## src/rtl/i2c_cfg_sequencer.sv

```systemverilog
// Table-driven codec configuration sequencer: fetches {op, addr, data} entries and issues
// Avalon-MM writes, verified writes with retries, and tick delays.
module i2c_cfg_sequencer #(
   parameter int TABLE_DEPTH       = 64,
   parameter int MAX_RETRIES       = 3,
   parameter int DELAY_TICK_CYCLES = 25000,
   parameter int TIMEOUT_CYCLES    = 2000000,
   parameter bit AUTO_START        = 1'b1,
   localparam int AW = (TABLE_DEPTH > 1) ? $clog2(TABLE_DEPTH) : 1
) (
   input  logic          clk_i,
   input  logic          srst_n_i,
   input  logic          start_i,
   output logic [AW-1:0] tbl_addr_o,
   input  logic [33:0]   tbl_data_i,
   output logic [15:0]   amm_address_o,
   output logic [15:0]   amm_writedata_o,
   output logic          amm_write_o,
   output logic          amm_read_o,
   input  logic [15:0]   amm_readdata_i,
   input  logic          amm_readdatavalid_i,
   input  logic          amm_waitrequest_i,
   output logic          busy_o,
   output logic          done_o,
   output logic          error_o,
   output logic [AW-1:0] err_index_o
);

   // state      | meaning
   // IDLE       | waiting for start_i or the post-reset auto start
   // FETCH      | table address driven
   // FETCH_WAIT | table read latency cycle
   // DECODE     | entry registered, branch on op
   // WR         | Avalon write outstanding
   // RD         | Avalon read outstanding / waiting for read data
   // CHECK      | compare readback with written data
   // DELAY      | counting tick_count * DELAY_TICK_CYCLES
   // DONE       | table finished cleanly
   // FAIL       | retries exhausted or bus timeout

   localparam int RW = (MAX_RETRIES > 0) ? $clog2(MAX_RETRIES + 1) : 1;
   localparam int DW = (DELAY_TICK_CYCLES > 1) ? $clog2(DELAY_TICK_CYCLES) : 1;
   localparam int TW = (TIMEOUT_CYCLES > 1) ? $clog2(TIMEOUT_CYCLES) : 1;

   localparam logic [AW-1:0] LAST_IDX  = AW'(TABLE_DEPTH - 1);
   localparam logic [RW-1:0] RETRY_MAX = RW'(MAX_RETRIES);
   localparam logic [DW-1:0] TICK_LOAD = DW'(DELAY_TICK_CYCLES - 1);
   localparam logic [TW-1:0] TMO_LOAD  = TW'(TIMEOUT_CYCLES - 1);

   localparam logic [1:0] OP_END    = 2'b00;
   localparam logic [1:0] OP_WRITE  = 2'b01;
   localparam logic [1:0] OP_VERIFY = 2'b10;

   typedef enum logic [3:0] {
      IDLE, FETCH, FETCH_WAIT, DECODE, WR, RD, CHECK, DELAY, DONE, FAIL
   } state_t;

   state_t          state_q, state_d;
   logic [AW-1:0]   index_q, index_d;
   logic [33:0]     entry_q;
   logic [RW-1:0]   retry_q;
   logic [15:0]     tick_q;
   logic [DW-1:0]   cyc_q;
   logic [TW-1:0]   tmo_q;
   logic            rd_acc_q;
   logic [15:0]     rd_data_q;
   logic            done_q, error_q;
   logic [AW-1:0]   err_index_q;
   logic            auto_pend_q;
   logic            go, adv, retry_inc, rd_bad;

   wire [1:0]  op       = entry_q[33:32];
   wire [15:0] reg_data = entry_q[15:0];

   assign go     = start_i | auto_pend_q;
   assign rd_bad = (rd_data_q != reg_data) || (rd_data_q == 16'hdead);

   always_comb begin
      state_d   = state_q;
      index_d   = index_q;
      adv       = 1'b0;
      retry_inc = 1'b0;
      unique case (state_q)
         IDLE: begin
            if (go) begin
               state_d = FETCH;
               index_d = '0;
            end
         end
         FETCH:      state_d = FETCH_WAIT;
         FETCH_WAIT: state_d = DECODE;
         DECODE: begin
            if (op == OP_END)                          state_d = DONE;
            else if (op == OP_WRITE || op == OP_VERIFY) state_d = WR;
            else if (reg_data == 16'd0)                 adv     = 1'b1;
            else                                        state_d = DELAY;
         end
         WR: begin
            if (!amm_waitrequest_i) begin
               if (op == OP_VERIFY) state_d = RD;
               else                 adv     = 1'b1;
            end else if (tmo_q == '0) begin
               state_d = FAIL;
            end
         end
         RD: begin
            if (amm_readdatavalid_i)                          state_d = CHECK;
            else if (!rd_acc_q && amm_waitrequest_i && tmo_q == '0) state_d = FAIL;
         end
         CHECK: begin
            if (!rd_bad)                  adv     = 1'b1;
            else if (retry_q == RETRY_MAX) state_d = FAIL;
            else begin
               retry_inc = 1'b1;
               state_d   = WR;
            end
         end
         DELAY: begin
            if (cyc_q == '0 && tick_q == 16'd0) adv = 1'b1;
         end
         DONE:    state_d = IDLE;
         FAIL:    state_d = IDLE;
         default: state_d = IDLE;
      endcase
      // The last entry finishes the table instead of wrapping to entry 0.
      if (adv) begin
         if (index_q == LAST_IDX) state_d = DONE;
         else begin
            state_d = FETCH;
            index_d = index_q + 1'b1;
         end
      end
   end

   always_ff @(posedge clk_i) begin
      if (!srst_n_i) begin
         state_q     <= IDLE;
         index_q     <= '0;
         entry_q     <= '0;
         retry_q     <= '0;
         tick_q      <= '0;
         cyc_q       <= '0;
         tmo_q       <= '0;
         rd_acc_q    <= 1'b0;
         rd_data_q   <= '0;
         done_q      <= 1'b0;
         error_q     <= 1'b0;
         err_index_q <= '0;
         auto_pend_q <= AUTO_START;
      end else begin
         state_q <= state_d;
         index_q <= index_d;
         if (state_q == IDLE) auto_pend_q <= 1'b0;
         if (state_q == IDLE && go) begin
            done_q  <= 1'b0;
            error_q <= 1'b0;
         end
         if (state_q == FETCH_WAIT) entry_q <= tbl_data_i;
         if (state_q == DECODE) begin
            retry_q <= '0;
            tick_q  <= reg_data - 16'd1;
            cyc_q   <= TICK_LOAD;
         end else if (state_q == DELAY) begin
            if (cyc_q == '0) begin
               cyc_q  <= TICK_LOAD;
               tick_q <= tick_q - 16'd1;
            end else begin
               cyc_q <= cyc_q - 1'b1;
            end
         end
         if (retry_inc) retry_q <= retry_q + 1'b1;
         // Each new WR/RD visit gets a fresh timeout budget.
         if (state_d != state_q)             tmo_q <= TMO_LOAD;
         else if (amm_write_o || amm_read_o) tmo_q <= tmo_q - 1'b1;
         if (state_q == RD && amm_read_o && !amm_waitrequest_i) rd_acc_q <= 1'b1;
         else if (state_q != RD)                                  rd_acc_q <= 1'b0;
         if (state_q == RD && amm_readdatavalid_i) rd_data_q <= amm_readdata_i;
         if (state_q == DONE) begin
            done_q  <= 1'b1;
            error_q <= 1'b0;
         end
         if (state_q == FAIL) begin
            error_q     <= 1'b1;
            done_q      <= 1'b0;
            err_index_q <= index_q;
         end
      end
   end

   assign tbl_addr_o      = index_q;
   assign amm_address_o   = entry_q[31:16];
   assign amm_writedata_o = entry_q[15:0];
   assign amm_write_o     = (state_q == WR);
   assign amm_read_o      = (state_q == RD) && !rd_acc_q;
   assign busy_o          = !(state_q == IDLE || state_q == DONE || state_q == FAIL);
   assign done_o          = done_q;
   assign error_o         = error_q;
   assign err_index_o     = err_index_q;

endmodule
```

## config.mk

```make
export PLATFORM = sky130hd
export DESIGN_NAME = i2c_cfg_sequencer
export DESIGN_NICKNAME = d
export VERILOG_FILES = /design/src/rtl/i2c_cfg_sequencer.sv
export SDC_FILE = /design/constraint.sdc
export NUM_CORES = 1
export LEC_CHECK = 0
export CORE_MARGIN = 2
export CORE_UTILIZATION = 45
export CTS_CLUSTER_DIAMETER = 100
export DETAILED_ROUTE_END_ITERATION = 6
export DONT_BUFFER_PORTS = 1
export SYNTH_ARGS = -nofsm -noshare
export SYNTH_HDL_FRONTEND = slang
export SYNTH_SLANG_ARGS = --single-unit
export TNS_END_PERCENT = 10
```

## constraint.sdc

```tcl
create_clock -name clk_i -period 7.7 [get_ports clk_i]
set_clock_uncertainty 0.05 [all_clocks]
set_input_delay 1.155 -clock clk_i [delete_from_list [all_inputs] [get_ports clk_i]]
set_output_delay 1.155 -clock clk_i [all_outputs]
set_load 0.02 [all_outputs]
```

==> reports/results.ini, run 1 <==
[clock_tree]
cts_sinks = 124
post-cts-setup-buffers = 0
cts_hold_buffers = 0
cts_buffers = 17
cts_htree_levels = 4
cts_root_buf = clkbuf_16
post_cts_resized = 0
clk_path_buf_depth = 2
clk_pin_slew_ns = 0.05
clk_latency_ns = 0.42
cts_tree = built

[logic_synthesis]
synth_edf_count = 0
synth_top_family_by_area = simple AND/OR/NAND/NOR gates
avgSynthCellArea_um2 = 7.70
synth_compound_area_frac = 0.161
synthCells = 833
syn_nets = 897
netlist_area_um2 = 6410
synth_fa_ha_area_frac = 0.0176
yosysSeqAreaShare = 0.387
synth_cell_type_count = 55
ys_ff_latch = 124
postSynth.asyncResetShare = 0
synth-xor-area-share = 0.0642
yosysWarnings = 0
synth_flop_cell = dfxtp_1
synthSimpleGateAreaFrac = 0.261
synth_mux_area_frac = 0.0318

[sta]
slew_viol_final = 0
tns_ns = 0
rsz0062_at_grt = false
finalHoldViolCount = 0
slew_headroom = 0.178
timing.final.ws_setup_ns = 3.56
max_freq_mhz = 242
tightestPinTransition_ns = 1.23
period_share = 0.537
finalSetupViolations = 0
period_needed_ns = 4.14

[cells_and_area]
final_cells = 969
layout.area.seq_um2 = 2480
num_antenna_cells = 0
layout-drive-gt1-share = 0.0659
multi_input_area_um2 = 3450
nNetsFinal = 840
syn2layout_area_growth_pct = 6.99
nFillCells = 1360

[global_routing]
use_met2 = 0.329
met1_usage = 0.272
grt_use_total = 0.210
grt_busiest_layer = met2
grt_max_degree = 105
first_global_vias = 5068
gr-total-overflow = 0
grt_util_met3 = 0.0558
antenna_found_initial = 0
grt_pass1_wl_um = 25000

[floorplan]
die_h_um = 123
start_util = 0.462
num_rows = 43
io_pins = 104
die_area_um2 = 15200
fp.coreArea_um2 = 13900
fp.dieW_um = 123

[worst_setup_path]
crit_path_top_delay_cell = a211oi_2
path_cells = nand3_1, o32a_2, a211o_1, a221o_2, a211oi_2, and3_1
reg2reg_to = tmo_q[8]$_SDFFE_PP0P_
ff2ff_path_depth = 6
critPathMaxStageDelay_ns = 1.00
crit_path_start_kind = flip-flop
r2r_slack_ns = 3.56
cp.arrival_ns = 4.44
r2r-start = state_q[0]$_SDFF_PN0_
crit_required_ns = 8.01
critPathMaxFanout = 22
worstSetupEndpointType = flip-flop
path_class = flip-flop to flip-flop

[pwr]
p_per_area_nw_per_um2 = 355
p_leak_nw = 2.53
vdd_drop_max_mv = 0.178
finalPower_mw = 2.44

[placement]
place_ws_ns = 3.56
io_buffers = 0
dp_cells = 937
routabilityCongestion = 0.896
dp_hpwl_um = 10700

[detailed_routing]
drt-initial-drc-count = 337
num_vias = 5503
viasPerCell = 5.68
avgRoutedWirePerCell_um = 16.0
wirelength_um = 15500
drc = 0
drtPass1Iterations = 5
ant_nets = 0

[worst_hold_path]
hold_path_end = entry_q[32]$_SDFFE_PN0P_
hold_depth = 2
hold_path.class = flip-flop to flip-flop
hp-start = entry_q[32]$_SDFFE_PN0P_

[run_status]
outcome = finished, final reports clean

[job]
maxCapViolations = 0

flip-flops by register name (all words and copies together) (netlist names), 2 cells and up:
signal / flops
retry_q: 2
tick_q: 16
state_q: 4
err_index_o: 6
rd_data_q: 16
tbl_addr_o: 6
entry_q: 34
cyc_q: 15
tmo_q: 21
how the worst max path moves through the flow:
stage | startpoint | endpoint | slack, ns
final | state_q[0]$_SDFF_PN0_ | tmo_q[8]$_SDFFE_PP0P_ | 3.56
after global routing | state_q[0]$_SDFF_PN0_ | tmo_q[10]$_SDFFE_PN0P_ | 3.16
after CTS | state_q[0]$_SDFF_PN0_ | tmo_q[16]$_SDFFE_PP0P_ | 3.54
after detailed placement | state_q[0]$_SDFF_PN0_ | tmo_q[13]$_SDFFE_PP0P_ | 3.56
after global placement | state_q[0]$_SDFF_PN0_ | tmo_q[8]$_SDFFE_PP0P_ | 3.65
after floorplan | state_q[0]$_SDFF_PN0_ | tick_q[14]$_SDFFE_PN0P_ | 4.32
routing by layer:
layer,up-vias,wire [µm]
met5,-,0
li1,2744,-
met4,0,359
met3,25,791
met1,2604,7220
met2,130,7120
stage by stage:
step	instance area [µm²]	utilization	hold slack [ns]
4_1_cts	6860	0.494	0.414
5_1_grt	6860	0.494	0.446
2_1_floorplan	6410	-	0.386
6_report	6860	0.494	0.411
3_3_place_gp	6250	0.450	0.402
3_5_place_dp	6250	0.450	0.406
where the power goes:
part / switching (mW) / total, mW / leakage (nW) / internal [mW]
Combinational: 0.454 / 0.723 / 1.22 / 0.269
Clock: 0.289 / 0.825 / 0.298 / 0.536
Sequential: 0.156 / 0.887 / 1.01 / 0.732
Total: 0.899 / 2.44 / 2.53 / 1.54
cell usage in the layout (no fill, tap or decap), types with 9 or more instances in the layout:
| cell | synthesis | layout |
|---|---|---|
| xor2_1 | 26 | 26 |
| and3_1 | 13 | 13 |
| ha_1 | 9 | 9 |
| nor4_1 | 24 | 24 |
| inv_1 | 15 | 14 |
| dfxtp_1 | 124 | 124 |
| o21ai_0 | 30 | 30 |
| mux2i_1 | 17 | 17 |
| nor3_1 | 33 | 33 |
| clkbuf_16 | 0 | 17 |
| nand3_1 | 14 | 14 |
| nand2_1 | 155 | 155 |
| nor2_1 | 74 | 73 |
| or3_1 | 9 | 9 |
| a21oi_1 | 103 | 103 |
| xnor2_1 | 21 | 21 |
cell type report:
class | count | area share
Multi-Input combinational cell | 614 | 0.504
Sequential cell | 124 | 0.362
Clock buffer | 23 | 0.0697
Tap cell | 180 | 0.0328
Clock inverter | 9 | 0.0195
Inverter | 15 | 0.00821
Timing Repair Buffer | 4 | 0.00438
cell families after synthesis:
kind of cell | Yosys count
compound gates | 178
xor+xnor | 47
flops | 124
fa+ha+maj | 9
buf+inv | 95
simple gates | 360
mux | 20
critical path: cells and delay by family (launching register included):
kind / cells / cell delay [ns]
AOI/OAI and AO/OA: 4 / 2.22
and+or+nand+nor: 2 / 1.07
DFF: 1 / 0.72
Yosys cell counts, types with 14 or more instances:
cell      count  share of area
nor3_1       33          0.026
o21ai_0      30          0.023
a21oi_1     103          0.080
clkbuf_1     40          0.023
xor2_1       26          0.036
mux2i_1      17          0.027
xnor2_1      21          0.029
buf_4        33          0.039
nand3_1      14          0.011
dfxtp_1     124           0.39
nor4_1       24          0.023
nor2_1       74          0.043
nand2_1     155          0.091
inv_1        15         0.0088
Note: power is estimated with default switching activity, not from simulation.
==> inputs of run 2 (changes only) <==
clock period = 4.2 ns   (was 7.7 ns; I/O delays follow)
==> run 2 against run 1 <==
Net effect: cell count is 0.52% higher; sequential power is 83% higher; maximum frequency is 28% higher; via count is 0.65% higher; die area stayed put; power is 80% higher; count of clock-buffer cells in the layout is 5 lower; worst hold slack worse by 0.16 ns; core utilization is 0.072 points lower.
==> reports/results.ini, run 2 (same netlist as run 1, synthesis figures left out) <==
[run_status]
outcome = finished, final reports clean

[placement]
place_ws_ns = 1.03  ; -2.54 ns
io_buffers = 0  ; unchanged
dp_hpwl_um = 11100  ; +4.2%
routabilityCongestion = 0.852  ; -5.0%
dp_cells = 942  ; +0.53%

[worst_hold_path]
hold_path.class = input pin to flip-flop
hold_depth = 1  ; -1

[sta]
rsz0062_at_grt = false
period_needed_ns = 3.24  ; -0.897 ns
finalHoldViolCount = 0  ; unchanged
tightestPinTransition_ns = 1.19  ; -0.0401 ns
slew_headroom = 0.207  ; +0.0283
slew_viol_final = 0  ; unchanged
max_freq_mhz = 309  ; +28%
period_share = 0.772  ; +0.234
timing.final.ws_setup_ns = 0.960  ; -2.60 ns
tns_ns = 0  ; unchanged
finalSetupViolations = 0  ; unchanged

[detailed_routing]
ant_nets = 0  ; unchanged
drtPass1Iterations = 5  ; unchanged
num_vias = 5539  ; +0.65%
drc = 0  ; unchanged
viasPerCell = 5.69  ; +0.14%
drt-initial-drc-count = 392  ; +16%
wirelength_um = 15900  ; +2.7%
avgRoutedWirePerCell_um = 16.3  ; +2.2%

[cells_and_area]
nNetsFinal = 845  ; +0.60%
final_cells = 974  ; +0.52%
layout.area.seq_um2 = 2480  ; unchanged
final_common_cell = nand2_1
nFillCells = 1366  ; +0.44%
final_cell_mix = nand2_1 (155), dfxtp_1 (124), a21oi_1 (103), nor2_1 (74), nor3_1 (33)
multi_input_area_um2 = 3450  ; about the same
top_register = entry_q
syn2layout_area_growth_pct = 6.83
largest_reg_flops = 34  ; unchanged
reg_top3 = entry_q x34, tmo_q x21
num_antenna_cells = 0  ; unchanged
fin_util = 0.494  ; -0.000721
layout-drive-gt1-share = 0.0730  ; +0.00714

[global_routing]
grt_use_total = 0.215  ; +0.00500
grt_busiest_layer = met2
gr-total-overflow = 0  ; unchanged
grt_pass1_wl_um = 25700  ; +2.5%
first_global_vias = 5244  ; +3.5%
grt_util_met3 = 0.0613  ; +0.00554
antenna_found_initial = 0  ; unchanged
met1_usage = 0.280  ; +0.00829
grt_max_degree = 46  ; -56%
use_met2 = 0.348  ; +0.0192

[clock_tree]
cts_root_buf = clkbuf_16
cts_tree = built
clk_pin_slew_ns = 0.06  ; about the same
cts_buffers = 17  ; unchanged
clk_latency_ns = 0.42  ; about the same
post-cts-setup-buffers = 0  ; unchanged
post_cts_resized = 0  ; unchanged
cts_hold_buffers = 0  ; unchanged
clk_path_buf_depth = 2  ; unchanged
cts_sinks = 124  ; unchanged
cts_htree_levels = 4  ; unchanged

[pwr]
vdd_drop_max_mv = 0.340  ; +91%
finalPower_mw = 4.40  ; +80%
p_leak_nw = 2.53  ; about the same
p_per_area_nw_per_um2 = 642  ; +81%

[floorplan]
io_pins = 104  ; unchanged
start_util = 0.462  ; unchanged
num_rows = 43  ; unchanged
die_area_um2 = 15200  ; unchanged
fp.coreArea_um2 = 13900  ; unchanged
die_h_um = 123  ; unchanged
fp.dieW_um = 123  ; unchanged

[worst_setup_path]
cp.arrival_ns = 3.54  ; -0.90 ns
worstSetupEndpointType = flip-flop
ff2ff_path_depth = 10  ; +4
critPathMaxFanout = 43  ; +95%
crit_path_start_kind = flip-flop
crit_required_ns = 4.50  ; -3.51 ns
path_class = flip-flop to flip-flop

[job]
maxCapViolations = 0  ; unchanged

run 2: changes by cell type in the layout (fill, tap and decap cells not counted):
cell / previous run / this run
buf_4: 4 / 9
clkinv_4: 1 / 6
clkbuf_8: 3 / 0
bufinv_16: 3 / 1
clkbuf_1: 3 / 1
inv_6: 2 / 4
clkinv_2: 2 / 1
clkinvlp_4: 1 / 2
nor2_1: 73 / 74
nor2_2: 1 / 0
run 2: final cells by class:
| class | count | area share |
|---|---|---|
| flip-flops and latches | 124 | 0.362 |
| clock inverters | 14 | 0.0201 |
| well taps | 180 | 0.0329 |
| clock buffers | 18 | 0.0626 |
| multi-input cells | 614 | 0.504 |
| inverters | 15 | 0.00822 |
| repair buffers | 9 | 0.00986 |
run 2: through the flow:
| step | hold WS (ns) | cell area, µm² |
|---|---|---|
| floorplan | 0.386 | 6410 |
| global placement | 0.404 | 6280 |
| detailed placement | 0.412 | 6280 |
| CTS | 0.235 | 6850 |
| global route | 0.230 | 6850 |
| finish | 0.249 | 6850 |
run 2: report_power, final:
part	leakage [nW]	switching [mW]	internal, mW
clock	0.272	0.582	0.824
combinational	1.25	0.852	0.522
sequential	1.01	0.277	1.34
total	2.53	1.71	2.69
run 2: worst paths after layout:
kind,from,endpoint,slack [ns]
hold / removal,srst_n_i,auto_pend_q$_SDFFE_PN1P_,0.25
setup / recovery,state_q[1]$_SDFF_PN0_,tick_q[14]$_SDFFE_PN0P_,0.96
setup reg to reg,state_q[1]$_SDFF_PN0_,tick_q[14]$_SDFFE_PN0P_,0.96
hold reg to reg,entry_q[32]$_SDFFE_PN0P_,entry_q[32]$_SDFFE_PN0P_,0.41
run 2: metal layers:
layer  up-vias  wire [µm]
li1       2758          -
met1      2621       7240
met2       142       7570
met3        18        889
met4         0        214
met5         -          0
run 2: critical path: stages, from the launching register on:
cell and delay [ns]:
dfxtp_1 0.66, nor4bb_4 0.35, buf_4 0.44, mux2i_1 0.28
ha_1 0.30, nand3b_1 0.16, nor2_1 0.28, and3_1 0.25
mux2i_1 0.19, nand2_1 0.06, a21oi_1 0.13
==> inputs of run 3 (changes only) <==
clock period = 2.7 ns   (was 4.2 ns; I/O delays follow)
==> run 3 against run 2 <==
Net effect: the run now ends with setup timing left; clock power increased by 49%; worst setup slack got worse by 0.96 ns; largest power group is now combinational cells; largest cell class unchanged; design area increased by 7.3%; sequential power increased by 48%; maximum frequency increased by 20%; sequential cell count unchanged; power increased by 62%.
==> reports/results.ini, run 3 (same netlist as run 1, synthesis figures left out) <==
[detailed_routing]
drc = 0  ; unchanged
wirelength_um = 15900  ; -0.29%
avgRoutedWirePerCell_um = 15.4  ; -5.8%
drt-initial-drc-count = 371  ; -5.4%
ant_nets = 0  ; unchanged
num_vias = 5740  ; +3.6%
viasPerCell = 5.57  ; -2.1%
drtPass1Iterations = 5  ; unchanged

[placement]
dp_hpwl_um = 11200  ; +0.33%
io_buffers = 0  ; unchanged
routabilityCongestion = 0.860  ; +0.92%

[global_routing]
grt_pass1_wl_um = 26300  ; +2.6%
grt_max_degree = 53  ; +15%
grt_use_total = 0.219  ; +0.00353
antenna_found_initial = 0  ; unchanged
gr-total-overflow = 0  ; unchanged
first_global_vias = 5698  ; +8.7%

[clock_tree]
cts_root_buf = clkbuf_16
cts_tree = built
clk_pin_slew_ns = 0.06  ; about the same
cts_buffers = 17  ; unchanged
post-cts-setup-buffers = 0  ; unchanged
cts_hold_buffers = 0  ; unchanged
clk_latency_ns = 0.42  ; about the same
clk_path_buf_depth = 2  ; unchanged
cts_htree_levels = 4  ; unchanged
cts_sinks = 124  ; unchanged

[floorplan]
fp.coreArea_um2 = 13900  ; unchanged
die_h_um = 123  ; unchanged
start_util = 0.462  ; unchanged
die_area_um2 = 15200  ; unchanged
fp.dieW_um = 123  ; unchanged
io_pins = 104  ; unchanged
num_rows = 43  ; unchanged

[cells_and_area]
syn2layout_area_growth_pct = 14.6
top_register = entry_q
reg_top3 = entry_q x34, tmo_q x21
nFillCells = 1324  ; -3.1%
final_common_cell = nand2_1
layout-drive-gt1-share = 0.149  ; +0.0762
final_cell_mix = nand2_1 (155), dfxtp_1 (121), a21oi_1 (103), nor2_1 (73), buf_4 (65)
fin_util = 0.529  ; +0.0360
nNetsFinal = 903  ; +6.9%
largest_reg_flops = 34  ; unchanged
num_antenna_cells = 0  ; unchanged

[sta]
period_needed_ns = 2.70  ; -0.537 ns
rsz0062_at_grt = true
finalSetupViolations = 1  ; +1
slew_viol_final = 0  ; unchanged
finalHoldViolCount = 0  ; unchanged
timing.final.ws_setup_ns = -0.00336  ; -0.963 ns
max_freq_mhz = 370  ; +20%
tightestPinTransition_ns = 0.709  ; -0.481 ns
tns_ns = -0.00336  ; -0.00336 ns
period_share = 1.00  ; +0.230
slew_headroom = 0.522  ; +0.316

[worst_setup_path]
crit_path_start_kind = flip-flop
path_buf_inv = 2  ; +1
path_cells = inv_2, ha_1, or4bb_1, or4_4, nor4b_4, o32a_2, a211o_1, a221o_2, a211oi_2, buf_12, and3_1
crit_family = simple AND/OR/NAND/NOR gates
cp.arrival_ns = 2.96  ; -0.58 ns
crit_required_ns = 2.96  ; -1.54 ns
critPathMaxFanout = 21  ; -51%
crit_path_top_delay_cell = or4bb_1
worstSetupEndpointType = flip-flop
critPathMaxStageDelay_ns = 0.48  ; -0.18 ns
path_class = flip-flop to flip-flop

[job]
maxCapViolations = 0  ; unchanged

[pwr]
p_per_area_nw_per_um2 = 970  ; +51%
vdd_drop_max_mv = 0.479  ; +41%
p_leak_nw = 2.84  ; +12%

[run_status]
failed_checks = setup timing
outcome = finished with violations

[worst_hold_path]
hold_path.class = input pin to flip-flop

==> run 3: path summary, 6_finish.rpt <==
| path | start | end | slack (ns) | depth (start not counted) |
|---|---|---|---|---|
| worst min register to register | entry_q[32]$_SDFFE_PN0P_ | entry_q[32]$_SDFFE_PN0P_ | 0.41 | 2 |
| worst max-delay path | tmo_q[0]$_SDFFE_PN0P_ | tmo_q[14]$_SDFFE_PP0P_ | -0.003 | 11 |
| worst max register to register | tmo_q[0]$_SDFFE_PN0P_ | tmo_q[14]$_SDFFE_PP0P_ | -0.003 | 11 |
| worst min-delay path | srst_n_i | auto_pend_q$_SDFFE_PN1P_ | 0.02 | 1 |
==> run 3: repair_timing <==
item / 4_1_cts / 5_1_grt
pin swaps: 1 / 1
endpoints found under the hold margin: 0 / 0
endpoints found under the setup margin: 21 / 27
resized for setup: 4 / 9
==> run 3: stage by stage <==
stage	hold slack, ns	instances	setup WS (ns)	instance area, µm²	power (mW)
finish	0.0233	1031	-0.00336	7350	7.13
global route	0.00872	1031	-0.165	7350	7.58
CTS	0.00326	1031	-0.0159	7320	7.13
detailed placement	0.403	1000	-0.125	6750	4.99
global placement	0.401	1000	-0.0544	6750	4.93
floorplan	0.386	833	0.0437	6460	4.32
==> run 3: power by group <==
group	total [mW]	internal, mW	switching [mW]
combinational	2.65	1.11	1.54
sequential	2.39	2.09	0.297
clock	2.10	1.28	0.820
total	7.13	4.48	2.65
==> run 3: area by class of cell <==
class / count / area (µm²) / area share
multi-input cells: 614 / 3510 / 0.478
inverters: 15 / 56.3 / 0.00766
well taps: 180 / 225 / 0.0306
clock inverters: 11 / 97.6 / 0.0133
flip-flops and latches: 124 / 2490 / 0.338
repair buffers: 67 / 528 / 0.0718
clock buffers: 20 / 447 / 0.0608
==> run 3: per-layer routing <==
metal | up-vias | wire length, µm | track usage
li1 | 2875 | - | -
met1 | 2684 | 7320 | 0.268
met2 | 159 | 7350 | 0.365
met3 | 22 | 910 | 0.0590
met4 | 0 | 287 | 0.0866
met5 | - | 0 | 0
==> variant (config.mk and constraints of run 1) <==
Encoding of `state_t`: now one-hot (10 bits for 10 states).
--- a/src/rtl/i2c_cfg_sequencer.sv
+++ b/src/rtl/i2c_cfg_sequencer.sv
@@ -52,6 +52,6 @@
    localparam logic [1:0] OP_VERIFY = 2'b10;
 
-   typedef enum logic [3:0] {
-      IDLE, FETCH, FETCH_WAIT, DECODE, WR, RD, CHECK, DELAY, DONE, FAIL
+   typedef enum logic [9:0] {
+      IDLE = 10'b0000000001, FETCH = 10'b0000000010, FETCH_WAIT = 10'b0000000100, DECODE = 10'b0000001000, WR = 10'b0000010000, RD = 10'b0000100000, CHECK = 10'b0001000000, DELAY = 10'b0010000000, DONE = 10'b0100000000, FAIL = 10'b1000000000
    } state_t;
 
Check against the original RTL: same outputs for any inputs over 10 cycles, from zero or initial values and one cycle with srst_n_i low; not proved beyond that.
==> variant against run 1 <==
Cell area is 8.6% higher; global-route usage up 1.2 points; area after synthesis grew 9.2%; setup slack gained 0.35 ns; routed wire length is 16% higher; first-iteration DRC count increased by 9.5%; sequential cell count up 6; critical path type unchanged; critical endpoint is now tick_q[11]; largest cell class unchanged; highest routed layer unchanged.
Power is not compared: it rests on default switching activity, and its combinational part moved more than twofold at a synthesized area within 25%.
==> variant: results (changes against run 1) <==
* Status: finished, final reports clean
* Share of cells above drive strength 1 at 7.972% (+1.4 points)
* Reg2reg start: state_q[9]
* Complex-gate fraction of the synthesized area at 18.47% (+2.4 points)
* Mux cell area share after synthesis at 0.7323% (-2.4 points)
* HPWL Detailed at 12660 um (+19%)
* Cts bufs inserted at 17 (unchanged)
* WL/cell at 17.23 um (+7.8%)
* Worst r2r dst: tick_q[11]
* PortBufs at 0 (unchanged)
* Slew margin rel. at 24.70% (+6.9 points)
* Clk slew on worst S/H paths at 0.07 ns (+0.02 ns)
* Antenna violations before repair at 0 (unchanged)
* Asr flop ratio synth at 0% (unchanged)
* Sequential fraction of the synthesis area at 37.15% (-1.6 points)
* Fill cell count at 1477 (+8.6%)
* Max incr delay on CP at 0.84 ns (-0.16 ns)
* Post-CTS Setup Repair Bufs at 0 (unchanged)
* Drt via density at 5.971 (+5.1%)
* Min-delay src: auto_pend_q
* Synth Net Count at 964 (+7.5%)
* Worst path arrival time at 4.09 ns (-0.35 ns)
* Syn_area_per_cell at 7.775 sq um (+1.0%)
* First-pass GRT wire length at 29530 um (+18%)
* Layout Nets at 903 (+7.5%)
* Worst-path maximum fanout at 19 (-14%)
* Post-synth cell types at 72 (+31%)
* Post-synth top cells: nand2_1 (156), dfxtp_1 (130), a21oi_1 (98), nor2_1 (85), clkbuf_1 (48)
* Worst reg-to-reg setup slack at 3.91 ns (+0.35 ns)
* Pin count of the biggest net entering global routing at 102 (-2.9%)
* RD Place Congestion at 0.8499 (-5.2%)
* Worst reg-to-reg path cell count at 7 (+1)
* Largest regs: entry_q x34, tmo_q x21
* Total GRT Usage at 22.26% (+1.2 points)
* Worst hold path depth at 2 (unchanged)
* Xor/xnor share of the synthesized area at 6.376% (-0.043 points)
* Crit-path slowest cell: nor4_2
* Ranking of synthesized cells by area: dfxtp_1 (37%), nand2_1 (8.4%), a21oi_1 (7.0%), nor2_1 (4.6%), xor2_1 (4.3%)
* Number of global-route vias before repair at 5943 (+17%)
* Fin cells at 1041 (+7.4%)
* H-tree Lvls at 4 (unchanged)
* 1st-iter DRT viols at 369 (+9.5%)
* Synth Area in Adders at 1.429% (-0.33 points)
* Synth Warn # at 0 (unchanged)
* Worst Hold End: auto_pend_q
variant: kinds of logic (layout without fill, tap and decap cells):
family | Yosys count | count (layout)
xor+xnor | 51 | 51
mux | 5 | 5
flops | 130 | 130
fa+ha+maj | 8 | 8
compound gates | 201 | 201
simple gates | 407 | 407
buf+inv | 99 | 51
variant: how the worst max path moves through the flow:
stage                           from         end  slack (ns)  depth (start not counted)
final                     state_q[9]  tick_q[11]        3.91                          7
after global routing      state_q[9]  tick_q[11]        3.65                          7
after CTS                 state_q[7]  amm_read_o        3.91                          3
after detailed placement  state_q[9]  tick_q[11]        4.03                          7
after global placement    state_q[9]  tick_q[11]        4.21                          7
after floorplan           state_q[9]  tick_q[12]        3.91                         14
variant: where the power goes:
group / switching, uW / internal, uW / total [uW] / leakage (uW)
clock: 331 / 518 / 849 / 0.000291
sequential: 32.5 / 696 / 729 / 0.00105
combinational: 134 / 80.9 / 215 / 0.00134
variant: cell type report:
type | count | area share (%)
inverter | 16 | 0.8231
clock inverter | 15 | 2.621
clock buffer | 17 | 5.711
sequential | 130 | 34.94
timing repair buffer | 3 | 0.3024
tap | 188 | 3.158
multi-input combinational | 672 | 52.44
variant: per-stage QoR:
step	worst slack, ns	cell area (sq um)	hold WS (ns)	util, %
after floorplan	3.907	7005	0.3863	-
after global placement	4.205	6828	0.4010	44.91
after detailed placement	4.027	6828	0.4018	44.91
after CTS	3.907	7448	0.4115	49.00
after global routing	3.649	7448	0.4434	49.00
final	3.911	7448	0.4080	49.00
variant: worst max-delay path: cells and delay by family, from the launching register on:
kind,cells,cell delay (ns)
compound gates,1,0.15
flops,1,0.51
simple gates,6,3.01
variant: layer usage:
layer  wire [um]  up-vias  track usage [%]
met5           0        -                0
met4         361        0            9.655
met3        1221       35            6.944
met2        8522      184            35.33
met1        7833     2946            27.97
li1            -     3051                -
